`src/rtl/vx_tag_access_nway_pkg.sv`:
```
// Shared types and geometry helpers for the N-way tag store.
package vx_tag_access_nway_pkg;

  typedef enum logic {INIT, RUN} state_e;

  function automatic int calc_sets(input int cache_size, input int line_size,
                                   input int num_banks, input int num_ways);
    return cache_size / (line_size * num_banks * num_ways);
  endfunction

  function automatic int calc_set_w(input int sets);
    return (sets > 1) ? $clog2(sets) : 1;
  endfunction

  function automatic int calc_tag_w(input int line_addr_width, input int set_w);
    return line_addr_width - set_w;
  endfunction

  function automatic int calc_ptr_w(input int num_ways);
    return (num_ways > 1) ? $clog2(num_ways) : 1;
  endfunction

endpackage

```
`src/rtl/vx_tag_access_nway_if.sv`:
```
// Request/response bundle between the bank request pipe (master) and the tag store (slave).
interface vx_tag_access_nway_if #(
  parameter int LINE_ADDR_WIDTH = 26,
  parameter int NUM_WAYS        = 4
);
  logic                       stall;
  logic                       lookup;
  logic [LINE_ADDR_WIDTH-1:0] addr;
  logic                       fill;
  logic                       flush;
  logic                       is_load;
  logic                       is_mrsq_enable;
  logic                       should_reserve;
  logic                       ready;
  logic                       tag_match;
  logic [NUM_WAYS-1:0]        hit_way;
  logic                       reserved;
  logic [NUM_WAYS-1:0]        victim_way;

  modport master (
    output stall, lookup, addr, fill, flush, is_load, is_mrsq_enable, should_reserve,
    input  ready, tag_match, hit_way, reserved, victim_way
  );

  modport slave (
    input  stall, lookup, addr, fill, flush, is_load, is_mrsq_enable, should_reserve,
    output ready, tag_match, hit_way, reserved, victim_way
  );
endinterface

```
`src/rtl/vx_tag_access_nway_victim_sel.sv`:
```
// Fill victim choice: lowest invalid way, else the round-robin way; advance flags an eviction.
// Purely combinational.
module vx_tag_access_nway_victim_sel #(
  parameter int NUM_WAYS = 4,
  parameter int PTR_W    = 2
) (
  input  logic [NUM_WAYS-1:0] valid,
  input  logic [PTR_W-1:0]    rr_ptr,
  output logic [NUM_WAYS-1:0] victim,
  output logic                advance
);

  if (NUM_WAYS == 1) begin : g_direct
    logic unused_in;
    assign unused_in = ^{valid, rr_ptr};
    assign victim    = 1'b1;
    assign advance   = 1'b0;
  end else begin : g_assoc
    logic found;
    always_comb begin
      victim  = '0;
      found   = 1'b0;
      advance = &valid;
      if (advance) begin
        victim[rr_ptr] = 1'b1;
      end else begin
        for (int w = 0; w < NUM_WAYS; w++) begin
          if (!valid[w] && !found) begin
            victim[w] = 1'b1;
            found     = 1'b1;
          end
        end
      end
    end
  end

endmodule

```
`src/rtl/vx_tag_access_nway.sv`:
```
// N-way set-associative tag store for one cache bank with LR/SC reservation bits.
// Reads are combinational from flop arrays; writes land on the next clock unless stalled.
module vx_tag_access_nway
  import vx_tag_access_nway_pkg::*;
#(
  parameter int CACHE_ID        = 0,
  parameter int BANK_ID         = 0,
  parameter int CACHE_SIZE      = 16384,
  parameter int CACHE_LINE_SIZE = 64,
  parameter int NUM_BANKS       = 4,
  parameter int NUM_WAYS        = 4,
  parameter int LINE_ADDR_WIDTH = 26
) (
  input logic                 clk,
  input logic                 reset_n,
  vx_tag_access_nway_if.slave bus
);

  localparam int SETS  = calc_sets(CACHE_SIZE, CACHE_LINE_SIZE, NUM_BANKS, NUM_WAYS);
  localparam int SET_W = calc_set_w(SETS);
  localparam int TAG_W = calc_tag_w(LINE_ADDR_WIDTH, SET_W);
  localparam int PTR_W = calc_ptr_w(NUM_WAYS);
  localparam int CTR_W = SET_W + 1;

  state_e              state_q;
  logic                ready_q;
  logic [CTR_W-1:0]    sweep_ctr_q;
  logic [TAG_W-1:0]    tag_q   [SETS][NUM_WAYS];
  logic [NUM_WAYS-1:0] valid_q [SETS];
  logic [NUM_WAYS-1:0] resv_q  [SETS];
  logic [PTR_W-1:0]    rr_q    [SETS];

  logic [SET_W-1:0]    set_idx, sweep_set;
  logic [TAG_W-1:0]    req_tag;
  logic [NUM_WAYS-1:0] match, victim, wr_way, new_resv;
  logic                any_hit, advance, keep_resv, upd_en;

  logic unused_ids;
  assign unused_ids = ^{CACHE_ID, BANK_ID};

  assign set_idx   = bus.addr[SET_W-1:0];
  assign req_tag   = bus.addr[LINE_ADDR_WIDTH-1:SET_W];
  assign sweep_set = sweep_ctr_q[SET_W-1:0];

  always_comb begin
    match = '0;
    for (int w = 0; w < NUM_WAYS; w++) begin
      match[w] = valid_q[set_idx][w] && (tag_q[set_idx][w] == req_tag);
    end
  end

  assign any_hit   = |match;
  assign keep_resv = bus.is_load | bus.is_mrsq_enable;
  // A fill that already matches rewrites that way, keeping the one-match invariant.
  assign wr_way    = any_hit ? match : victim;
  assign new_resv  = keep_resv ? resv_q[set_idx] : {NUM_WAYS{bus.should_reserve}};
  assign upd_en    = (state_q == RUN) && !bus.stall;

  vx_tag_access_nway_victim_sel #(
    .NUM_WAYS (NUM_WAYS),
    .PTR_W    (PTR_W)
  ) u_victim_sel (
    .valid   (valid_q[set_idx]),
    .rr_ptr  (rr_q[set_idx]),
    .victim  (victim),
    .advance (advance)
  );

  always_ff @(posedge clk or negedge reset_n) begin
    if (!reset_n) begin
      state_q     <= INIT;
      sweep_ctr_q <= '0;
      ready_q     <= 1'b0;
    end else if (state_q == INIT) begin
      sweep_ctr_q <= sweep_ctr_q + CTR_W'(1);
      if (sweep_ctr_q == CTR_W'(SETS - 1)) begin
        state_q <= RUN;
        ready_q <= 1'b1;
      end
    end
  end

  always_ff @(posedge clk) begin
    if (state_q == INIT) begin
      valid_q[sweep_set] <= '0;
      resv_q[sweep_set]  <= '0;
    end else if (upd_en) begin
      if (bus.flush) begin
        valid_q[set_idx] <= valid_q[set_idx] & ~match;
        resv_q[set_idx]  <= resv_q[set_idx] & ~match;
      end else if (bus.fill) begin
        valid_q[set_idx] <= valid_q[set_idx] | wr_way;
        resv_q[set_idx]  <= (resv_q[set_idx] & ~wr_way) | (wr_way & new_resv);
        for (int w = 0; w < NUM_WAYS; w++) begin
          if (wr_way[w]) tag_q[set_idx][w] <= req_tag;
        end
      end else if (bus.lookup && any_hit && !keep_resv) begin
        // Store/SC hit overwrites the reservation; loads and replays leave it alone.
        resv_q[set_idx] <= (resv_q[set_idx] & ~match) | (match & {NUM_WAYS{bus.should_reserve}});
      end
    end
  end

  always_ff @(posedge clk or negedge reset_n) begin
    if (!reset_n) begin
      for (int s = 0; s < SETS; s++) rr_q[s] <= '0;
    end else if (upd_en && !bus.flush && bus.fill && !any_hit && advance) begin
      rr_q[set_idx] <= rr_q[set_idx] + PTR_W'(1);
    end
  end

  assign bus.ready      = ready_q;
  assign bus.tag_match  = ready_q & any_hit;
  assign bus.hit_way    = ready_q ? match : '0;
  assign bus.reserved   = ready_q & |(match & resv_q[set_idx]);
  assign bus.victim_way = ready_q ? victim : '0;

endmodule

```
`src/flat_wrapper.sv`:
```
// flat-port wrapper written by rule: the top's interface ports become plain ports
module vx_tag_access_nway_flat import vx_tag_access_nway_pkg::*;
#(
  parameter int CACHE_ID        = 0,
  parameter int BANK_ID         = 0,
  parameter int CACHE_SIZE      = 16384,
  parameter int CACHE_LINE_SIZE = 64,
  parameter int NUM_BANKS       = 4,
  parameter int NUM_WAYS        = 4,
  parameter int LINE_ADDR_WIDTH = 26
)
  (clk, reset_n, bus_stall, bus_lookup, bus_addr, bus_fill, bus_flush, bus_is_load, bus_is_mrsq_enable, bus_should_reserve, bus_ready, bus_tag_match, bus_hit_way, bus_reserved, bus_victim_way);
  vx_tag_access_nway_if #(.LINE_ADDR_WIDTH(LINE_ADDR_WIDTH), .NUM_WAYS(NUM_WAYS)) bus_i ();
  input logic clk;
  input logic reset_n;
  input wire logic [$bits(bus_i.stall)-1:0] bus_stall;
  input wire logic [$bits(bus_i.lookup)-1:0] bus_lookup;
  input wire logic [$bits(bus_i.addr)-1:0] bus_addr;
  input wire logic [$bits(bus_i.fill)-1:0] bus_fill;
  input wire logic [$bits(bus_i.flush)-1:0] bus_flush;
  input wire logic [$bits(bus_i.is_load)-1:0] bus_is_load;
  input wire logic [$bits(bus_i.is_mrsq_enable)-1:0] bus_is_mrsq_enable;
  input wire logic [$bits(bus_i.should_reserve)-1:0] bus_should_reserve;
  output wire logic [$bits(bus_i.ready)-1:0] bus_ready;
  output wire logic [$bits(bus_i.tag_match)-1:0] bus_tag_match;
  output wire logic [$bits(bus_i.hit_way)-1:0] bus_hit_way;
  output wire logic [$bits(bus_i.reserved)-1:0] bus_reserved;
  output wire logic [$bits(bus_i.victim_way)-1:0] bus_victim_way;
  assign bus_i.stall = bus_stall;
  assign bus_i.lookup = bus_lookup;
  assign bus_i.addr = bus_addr;
  assign bus_i.fill = bus_fill;
  assign bus_i.flush = bus_flush;
  assign bus_i.is_load = bus_is_load;
  assign bus_i.is_mrsq_enable = bus_is_mrsq_enable;
  assign bus_i.should_reserve = bus_should_reserve;
  assign bus_ready = bus_i.ready;
  assign bus_tag_match = bus_i.tag_match;
  assign bus_hit_way = bus_i.hit_way;
  assign bus_reserved = bus_i.reserved;
  assign bus_victim_way = bus_i.victim_way;
  vx_tag_access_nway #(.CACHE_ID(CACHE_ID), .BANK_ID(BANK_ID), .CACHE_SIZE(CACHE_SIZE), .CACHE_LINE_SIZE(CACHE_LINE_SIZE), .NUM_BANKS(NUM_BANKS), .NUM_WAYS(NUM_WAYS), .LINE_ADDR_WIDTH(LINE_ADDR_WIDTH)) u_core (.clk(clk), .reset_n(reset_n), .bus(bus_i));
endmodule
```
`config.mk`:
```
export PLATFORM = sky130hd
export DESIGN_NAME = vx_tag_access_nway_flat
export DESIGN_NICKNAME = d
export VERILOG_FILES = /design/src/rtl/vx_tag_access_nway_pkg.sv /design/src/rtl/vx_tag_access_nway_if.sv /design/src/rtl/vx_tag_access_nway_victim_sel.sv /design/src/rtl/vx_tag_access_nway.sv /design/src/flat_wrapper.sv
export SDC_FILE = /design/constraint.sdc
export NUM_CORES = 1
export LEC_CHECK = 0
export ABC_AREA = 1
export BUFFER_PORTS_ARGS = -buffer_cell sky130_fd_sc_hd__buf_2
export CELL_PAD_IN_SITES_DETAIL_PLACEMENT = 1
export CELL_PAD_IN_SITES_GLOBAL_PLACEMENT = 2
export CORE_MARGIN = 4
export CORE_UTILIZATION = 47
export DETAILED_ROUTE_END_ITERATION = 12
export PLACE_DENSITY = 0.95
export SETUP_SLACK_MARGIN = 0.3
export SLEW_MARGIN = 40
export SYNTH_ARGS = -nofsm -noshare
export SYNTH_HDL_FRONTEND = slang
export SYNTH_SLANG_ARGS = --single-unit
```
`constraint.sdc`:
```
create_clock -name clk -period 7.3 [get_ports clk]
set_input_delay 0.73 -clock clk [delete_from_list [all_inputs] [get_ports clk]]
set_output_delay 0.73 -clock clk [all_outputs]
set_load 0.02 [all_outputs]
```
==> results_tabular.tex, run 1 <==
\begin{tabular}{lr}
\hline
Metric & Value \\
\hline
\multicolumn{2}{l}{\textbf{Placement}} \\
Gp weighted congestion & 0.852 \\
HPWL after detailed placement & 131000 um \\
Port buffer count & 45 \\
Post-placement cell count & 7507 \\
\multicolumn{2}{l}{\textbf{Yosys}} \\
Yosys top cell area share & 71.4\% \\
Most common flop cell mapped by yosys & edfxtp\_1 \\
Synth warnings & 0 \\
Summed instance area of the synthesized netlist & 0.0646 sq mm \\
Register area share after synthesis & 72.9\% \\
Top cells by area, synth & edfxtp\_1, nand2\_1, nor2\_1, dfrtp\_1, a22oi\_1 \\
Most frequent cells after synthesis & nand2\_1, edfxtp\_1, nor2\_1 \\
Mapped Cells & 5753 \\
Share of synthesized flip-flops with an asynchronous set or reset & 2.48\% \\
Number of enable-type register cells in the synthesized netlist & 1536 \\
Average instance area after synthesis & 11.2 sq um \\
\#FFs+latches synth & 1575 \\
Cell with the most instances after synthesis & nand2\_1 \\
Library cell with the largest summed area after synthesis & edfxtp\_1 \\
Unique masters post-synth & 38 \\
Mapped Nets & 5794 \\
\multicolumn{2}{l}{\textbf{STA}} \\
Final count of pins violating max slew & 0 \\
Final setup skew & 0.0462 ns \\
Final setup violation count & 0 \\
Fmax & 173 MHz \\
Fraction of the cycle the final worst path needs & 79.4\% \\
Setup TNS & 0 ns \\
RSZ-0062 raised after global routing & false \\
Final worst path period need & 5.79 ns \\
Slew at the pin closest to its max-slew limit & 0.935 ns \\
Worst slew margin & 37.6\% \\
Final-report hold violation count & 0 \\
\multicolumn{2}{l}{\textbf{CTS}} \\
Number of buffers inserted by hold repair at cts & 1 \\
Clock Sinks & 1575 \\
Cells resized by post-CTS repair & 0 \\
CTS root buf & clkbuf\_16 \\
Max H-tree Level & 4 \\
Source-to-sink clock delay at the later pin of the worst-skew pair & 0.83 ns \\
Max Root-Sink Buffers & 3 \\
Clk slew on worst S/H paths & 0.06 ns \\
Number of buffers added by the clock tree synthesis step & 162 \\
Post-CTS Setup Bufs & 0 \\
Clock tree from TritonCTS & yes \\
\multicolumn{2}{l}{\textbf{Worst setup path}} \\
Data arrival time of the worst path & 5.06 ns \\
Startpoint kind of the worst setup timing path & input pin \\
Critical Path Sink Type & primary output \\
Cell mode on critical path & nand2\_1 \\
Path type of the worst setup path & in -> out \\
Bufs and invs on worst path & 6 \\
List of cells traversed by the critical path & buf\_8, inv\_8, buf\_4, nand2\_1, nand2\_1, nand2\_1, nand2\_1, nand2\_1, nand2\_1, o21ai\_0, nand2\_1, nand2\_1, nor2\_1, nand2\_1, nor2\_1, buf\_4, nand3\_2, buf\_4, o22ai\_1, a21oi\_1, o21ai\_0, buf\_2 \\
Dominant delay contributor by cell family on the critical path & buffers and inverters \\
Slowest library cell on the worst path & nor2\_1 \\
Largest fanout on the critical path & 62 \\
Stage delay of the slowest cell on the critical path & 0.61 ns \\
CP required & 6.57 ns \\
\multicolumn{2}{l}{\textbf{Power and ir drop}} \\
Power Dens Cells & 266 mW/mm\^{}2 \\
Leak & 27.6 nW \\
Worst vdd rail ir drop & 0.000254 V \\
\multicolumn{2}{l}{\textbf{GRT}} \\
Via count of the first global-routing pass & 49000 \\
Remaining global-route overflow & 0 \\
Tot GR Track Use & 30.5\% \\
Maximum number of pins on one net before global-route repair & 122 \\
Antenna violations before repair & 23 \\
Global-route wire length before repair & 319000 um \\
\multicolumn{2}{l}{\textbf{Detailed routing}} \\
Vias per std cell & 5.96 \\
Residual antenna-violating net count after detailed routing & 0 \\
DRC violation total after the first TritonRoute iteration & 5344 \\
Total length of routed wires & 218000 um \\
Vias after detailed routing & 46600 \\
Residual DRC count & 0 \\
Pre-antenna DRT Iters & 6 \\
Avg WL per Cell & 27.9 um \\
\multicolumn{2}{l}{\textbf{Flow run}} \\
Maxcap violations & 0 \\
\multicolumn{2}{l}{\textbf{Finish}} \\
Layout area overhead & 13.1\% \\
Ratio of cells with drive above 1 in the final layout & 9.56\% \\
Number of cells in the finished layout apart from fillers & 7817 \\
\# nets final & 5933 \\
\multicolumn{2}{l}{\textbf{Die}} \\
Core Rows & 135 \\
Number of placed I/O pins & 46 \\
Starting density of the core & 47.5\% \\
Die Ht & 379 um \\
Core outline area & 0.136 sq mm \\
Die boundary width & 379 um \\
Die ar. & 0.143 sq mm \\
\multicolumn{2}{l}{\textbf{Hold path}} \\
Worst hold path class & in -> reg \\
\multicolumn{2}{l}{\textbf{Outcome}} \\
Status & completed \\
\hline
\end{tabular}
layout make-up:
| class | count | area, sq um |
|---|---|---|
| sequential | 1575 | 47100 |
| antenna | 10 | 25.0 |
| tap | 1781 | 2230 |
| multi-input combinational | 3833 | 16200 |
| inverter | 87 | 354 |
| fill | 14000 | 63000 |
| clock buffer | 203 | 4300 |
| timing repair buffer | 233 | 2000 |
| clock inverter | 95 | 856 |
where the power goes:
group          internal [mW]  switching [mW]
clock network           4.56            3.62
registers               9.94         0.00510
logic                  0.277           0.984
routing by layer:
metal | track usage, % | share of wire, % | vias to the layer above
li1 | - | - | 19800
met1 | 38.6 | 37 | 23700
met2 | 50.2 | 48 | 2509
met3 | 5.91 | 9.2 | 618
met4 | 15.4 | 5.4 | 0
met5 | 0 | 0 | -
layout by cell type (no fill, tap or decap), drive strengths merged, types with 4 or more instances in the layout:
master / synthesis / routed
nor2: 292 / 292
nand3: 150 / 150
edfxtp: 1536 / 1536
xor2: 8 / 8
nor3: 16 / 16
dfrtp: 39 / 39
a21oi: 48 / 48
ha: 6 / 6
buf: 185 / 232
a22oi: 100 / 100
nand4: 103 / 103
o21ai: 162 / 162
diode: 0 / 10
clkinv: 0 / 75
nand2: 2913 / 2913
inv: 87 / 93
clkbuf: 73 / 203
clkinvlp: 0 / 4
o22ai: 25 / 25
bufinv: 0 / 10
logic make-up after synthesis:
family / count (synthesis) / share of synthesized area (%)
XOR/XNOR: 9 / 0.122
buffers and inverters: 345 / 2.45
AND/OR/NAND/NOR: 3478 / 21.3
flip-flops: 1575 / 72.9
adder cells (fa/ha/maj): 6 / 0.116
AO/OA/AOI/OAI: 340 / 3.11
through the flow:
| step | area (sq um) | worst slack, ns | hold slack (ns) | power [mW] | util (%) |
|---|---|---|---|---|---|
| 4_1_cts | 73000 | 1.61 | 0.155 | 19.4 | 53.7 |
| 5_1_grt | 73000 | 1.34 | 0.183 | 19.9 | 53.7 |
| 3_3_place_gp | 67600 | 1.08 | 0.468 | 11.3 | 49.7 |
| 2_1_floorplan | 64600 | 2.44 | 0.434 | 10.8 | - |
| 6_report | 73000 | 1.51 | 0.198 | 19.4 | 53.7 |
| 3_5_place_dp | 67800 | 1.18 | 0.480 | 11.4 | 49.9 |
worst reg2reg max path: cells and delay by family (launching register included):
kind,cells,cell delay (ns)
buffers and inverters,4,1.08
DFF,1,0.39
and+or+nand+nor,19,2.85
flip-flops by register name (all words and copies together), names as in the netlist:
register	cells
u_core.state_q	1
u_core.sweep_ctr_q	5
u_core.bus.ready	1
u_core.resv_q	64
u_core.valid_q	64
u_core.rr_q	32
u_core.tag_q	1408
final timing paths:
check,from,end,slack [ns],cells after the start
min,bus_addr[4],u_core.tag_q[0][22],0.20,1
max in group asynchronous,reset_n,u_core.bus.ready,6.47,2
min reg2reg,u_core.rr_q[22],u_core.rr_q[22],0.50,2
min in group asynchronous,reset_n,u_core.rr_q[2],0.46,2
max reg2reg,u_core.tag_q[1][57],u_core.tag_q[7][77],2.65,23
max,bus_addr[0],bus_reserved,1.51,22
(Power assumes the default switching activity.)
==> run 2, diff against run 1 <==
--- a/config.mk
+++ b/config.mk
@@ -10,9 +10,9 @@
 export CELL_PAD_IN_SITES_DETAIL_PLACEMENT = 1
 export CELL_PAD_IN_SITES_GLOBAL_PLACEMENT = 2
 export CORE_MARGIN = 4
-export CORE_UTILIZATION = 47
+export CORE_UTILIZATION = 39
 export DETAILED_ROUTE_END_ITERATION = 12
-export PLACE_DENSITY = 0.95
+export PLACE_DENSITY = 0.86
 export SETUP_SLACK_MARGIN = 0.3
 export SLEW_MARGIN = 40
 export SYNTH_ARGS = -nofsm -noshare
==> constraint.sdc (replaced) <==
create_clock -name clk -period 5.17 [get_ports clk]
set_input_delay 0.517 -clock clk [delete_from_list [all_inputs] [get_ports clk]]
set_output_delay 0.517 -clock clk [all_outputs]
set_load 0.02 [all_outputs]
==> results_tabular.tex, run 2 (synthesized netlist as in run 1, its figures left out) <==
\begin{tabular}{lr}
\hline
Metric & Value \\
\hline
\multicolumn{2}{l}{\textbf{STA}} \\
Setup TNS & 0 ns (unchanged) \\
Final worst path period need & 4.67 ns \\
Final count of pins violating max slew & 0 (unchanged) \\
Slew at the pin closest to its max-slew limit & 0.900 ns (-0.0352 ns) \\
Fraction of the cycle the final worst path needs & 90.4\% \\
Worst hold slack & 0.117 ns (-0.0806 ns) \\
Final setup skew & 0.0392 ns (-0.00699 ns) \\
Fmax & 214 MHz \\
Final-report hold violation count & 0 (unchanged) \\
RSZ-0062 raised after global routing & false \\
Worst slew margin & 39.6\% (+2.0 points) \\
Final setup violation count & 0 (unchanged) \\
\multicolumn{2}{l}{\textbf{Worst setup path}} \\
Slowest library cell on the worst path & o21ai\_0 \\
Largest fanout on the critical path & 65 (+4.8\%) \\
List of cells traversed by the critical path & buf\_8, inv\_8, nor2\_4, buf\_12, buf\_4, a22oi\_1, nand2\_1, nand2\_1, nand4\_1, inv\_2, nor2\_2, nand2\_1, nor2\_2, inv\_2, o21ai\_0, buf\_4, inv\_1, nor2\_1, buf\_2 \\
Cell mode on critical path & nand2\_1 \\
Data arrival time of the worst path & 4.15 ns (-0.91 ns) \\
Number of cells traversed by the worst register-to-register path & 24 (+4.3\%) \\
Startpoint kind of the worst setup timing path & input pin \\
Critical Path Sink Type & primary output \\
Stage delay of the slowest cell on the critical path & 0.50 ns (-0.11 ns) \\
Path type of the worst setup path & in -> out \\
CP required & 4.65 ns (-1.92 ns) \\
\multicolumn{2}{l}{\textbf{CTS}} \\
Max H-tree Level & 4 (unchanged) \\
Clk slew on worst S/H paths & 0.06 ns (about the same) \\
Max Root-Sink Buffers & 3 (unchanged) \\
CTS root buf & clkbuf\_16 \\
Number of buffers added by the clock tree synthesis step & 166 (+2.5\%) \\
Source-to-sink clock delay at the later pin of the worst-skew pair & 0.82 ns (about the same) \\
Clock Sinks & 1575 (unchanged) \\
Clock tree from TritonCTS & yes \\
\multicolumn{2}{l}{\textbf{Finish}} \\
Layout area overhead & 16.3\% \\
Register Area & 0.0471 sq mm (unchanged) \\
Most flop-heavy register & u\_core.tag\_q \\
Finished Core Util & 45.5\% (-8.2 points) \\
Area of combinational cells with multiple inputs & 0.0161 sq mm (-0.22\%) \\
\# nets final & 6051 (+2.0\%) \\
Most common library cell in the layout ignoring fill and taps & nand2\_1 \\
Commonest cells after routing, fill and taps aside & nand2\_1, edfxtp\_1, buf\_4 \\
Ratio of cells with drive above 1 in the final layout & 11.2\% (+1.6 points) \\
Fill cells & 17600 (+26\%) \\
Max reg flops & 1408 (unchanged) \\
Leading registers by flop count & u\_core.tag\_q: 1408 flops, u\_core.resv\_q: 64 flops, u\_core.valid\_q: 64 flops \\
Post-route cell area & 0.0751 sq mm (+2.8\%) \\
\multicolumn{2}{l}{\textbf{Detailed routing}} \\
Pre-antenna DRT Iters & 6 (unchanged) \\
Total length of routed wires & 216000 um (-1.3\%) \\
Avg WL per Cell & 25.9 um (-7.5\%) \\
Residual DRC count & 0 (unchanged) \\
Vias after detailed routing & 45500 (-2.4\%) \\
DRC violation total after the first TritonRoute iteration & 4420 (-17\%) \\
Residual antenna-violating net count after detailed routing & 0 (unchanged) \\
Vias per std cell & 5.46 (-8.5\%) \\
\multicolumn{2}{l}{\textbf{Power and ir drop}} \\
Portion of total power attributed to the clock network & 42.0\% (-0.2 points) \\
Total design power & 27.4 mW (+41\%) \\
Seq pwr share & 51.2\% (about the same) \\
Net switching share of the total power & 23.6\% (-0.22 points) \\
Internal power component & 21.0 mW (+42\%) \\
Worst vdd rail ir drop & 0.000330 V (+30\%) \\
Leak & 28.3 nW (+2.6\%) \\
Power Dens Cells & 365 mW/mm\^{}2 (+38\%) \\
Combinational Power Share & 6.8\% (+0.3 points) \\
Psw & 6.47 mW (+40\%) \\
\multicolumn{2}{l}{\textbf{Placement}} \\
Gp weighted congestion & 0.856 (+0.50\%) \\
HPWL after detailed placement & 134000 um (+2.5\%) \\
Placed inst area & 0.0698 sq mm (+3.0\%) \\
Port buffer count & 45 (unchanged) \\
\multicolumn{2}{l}{\textbf{Hold path}} \\
Worst hold path class & in -> reg \\
Number of instances on the worst hold path & 1 (unchanged) \\
\multicolumn{2}{l}{\textbf{GRT}} \\
Via count of the first global-routing pass & 48100 (-2.0\%) \\
Antenna violations before repair & 15 (-35\%) \\
Maximum number of pins on one net before global-route repair & 95 (-22\%) \\
Global-route wire length before repair & 316000 um (-0.96\%) \\
Remaining global-route overflow & 0 (unchanged) \\
Tot GR Track Use & 24.6\% (-5.9 points) \\
\multicolumn{2}{l}{\textbf{Die}} \\
Number of placed I/O pins & 46 (unchanged) \\
Starting density of the core & 39.2\% (-8.3 points) \\
Core Rows & 149 (+10\%) \\
Die ar. & 0.172 sq mm (+20\%) \\
Die Ht & 415 um (+9.6\%) \\
Core outline area & 0.165 sq mm (+21\%) \\
Die boundary width & 415 um (+9.6\%) \\
\multicolumn{2}{l}{\textbf{Flow run}} \\
Maxcap violations & 0 (unchanged) \\
\multicolumn{2}{l}{\textbf{Outcome}} \\
Status & completed \\
\hline
\end{tabular}
## run 2: cell count changes in the layout (fill, tap and decap cells not counted), moves of 2 or more
| cell | before | now |
|---|---|---|
| clkbuf_16 | 164 | 167 |
| inv_16 | 4 | 2 |
| nor2_4 | 16 | 13 |
| buf_12 | 22 | 83 |
| clkbuf_1 | 34 | 39 |
| nor2_2 | 61 | 64 |
| clkinv_1 | 38 | 36 |
| buf_16 | 3 | 0 |
| clkinvlp_4 | 4 | 6 |
| buf_4 | 166 | 220 |
| clkbuf_8 | 5 | 0 |
| clkinv_2 | 31 | 27 |
| inv_6 | 4 | 7 |
| a21oi_1 | 45 | 47 |
## run 2: final timing paths
kind	slack [ns]	endpoint	from
worst max-delay path	0.50	bus_victim_way[1]	bus_addr[0]
worst min-delay path	0.12	u_core.tag_q[11][3]	bus_addr[7]
worst max register to register	0.97	u_core.resv_q[13][3]	u_core.tag_q[12][16]
worst min register to register	0.49	u_core.rr_q[21]	u_core.rr_q[21]
max in group asynchronous	4.57	u_core.rr_q[0]	reset_n
min in group asynchronous	0.23	u_core.rr_q[29]	reset_n
## run 2: critical path: cells and delay by family
family	cells	cell delay, ns
buf+inv	9	1.78
compound gates	2	0.62
simple gates	8	1.06
## run 2: timing repair
action                                  in CTS  in global routing
hold endpoints to repair                    43                  0
resized for setup                            0                  1
setup buffers                                0                  0
hold buffers                                 2                  0
endpoints found under the setup margin       0                  1
## run 2: layout make-up
cell class                      count  share of cell area, %
Sequential cell                  1575                   62.7
Multi-Input combinational cell   3833                   21.5
Clock buffer                      206                   5.76
Timing Repair Buffer              347                   4.76
Tap cell                         2189                   3.65
Clock inverter                     93                   1.12
Inverter                           87                  0.468
Antenna cell                        9                 0.0300
## run 2: metal layers
layer	vias to the layer above	GRT usage, %	share of wire, %
met1	23300	31.4	40
met3	418	4.58	7.0
li1	20100	-	-
met2	1682	41.1	48
met5	-	0	0.017
met4	6	10.8	4.6
## run 2: metrics by stage
stage | worst slack [ns] | cells
3_5_place_dp | 0.155 | 8028
5_1_grt | 0.320 | 8337
4_1_cts | 0.479 | 8329
2_1_floorplan | 0.519 | 5753
6_report | 0.498 | 8339
3_3_place_gp | 0.110 | 8026
## run 2: power groups by stage
stage / Clock [mW] / Sequential [mW] / Combinational [mW]
floorplan: 0 / 14.3 / 0.871
global placement: 0 / 14.3 / 1.78
detailed placement: 0 / 14.3 / 1.83
CTS: 11.7 / 14.0 / 1.85
global route: 12.3 / 14.0 / 2.00
finish: 11.5 / 14.0 / 1.86
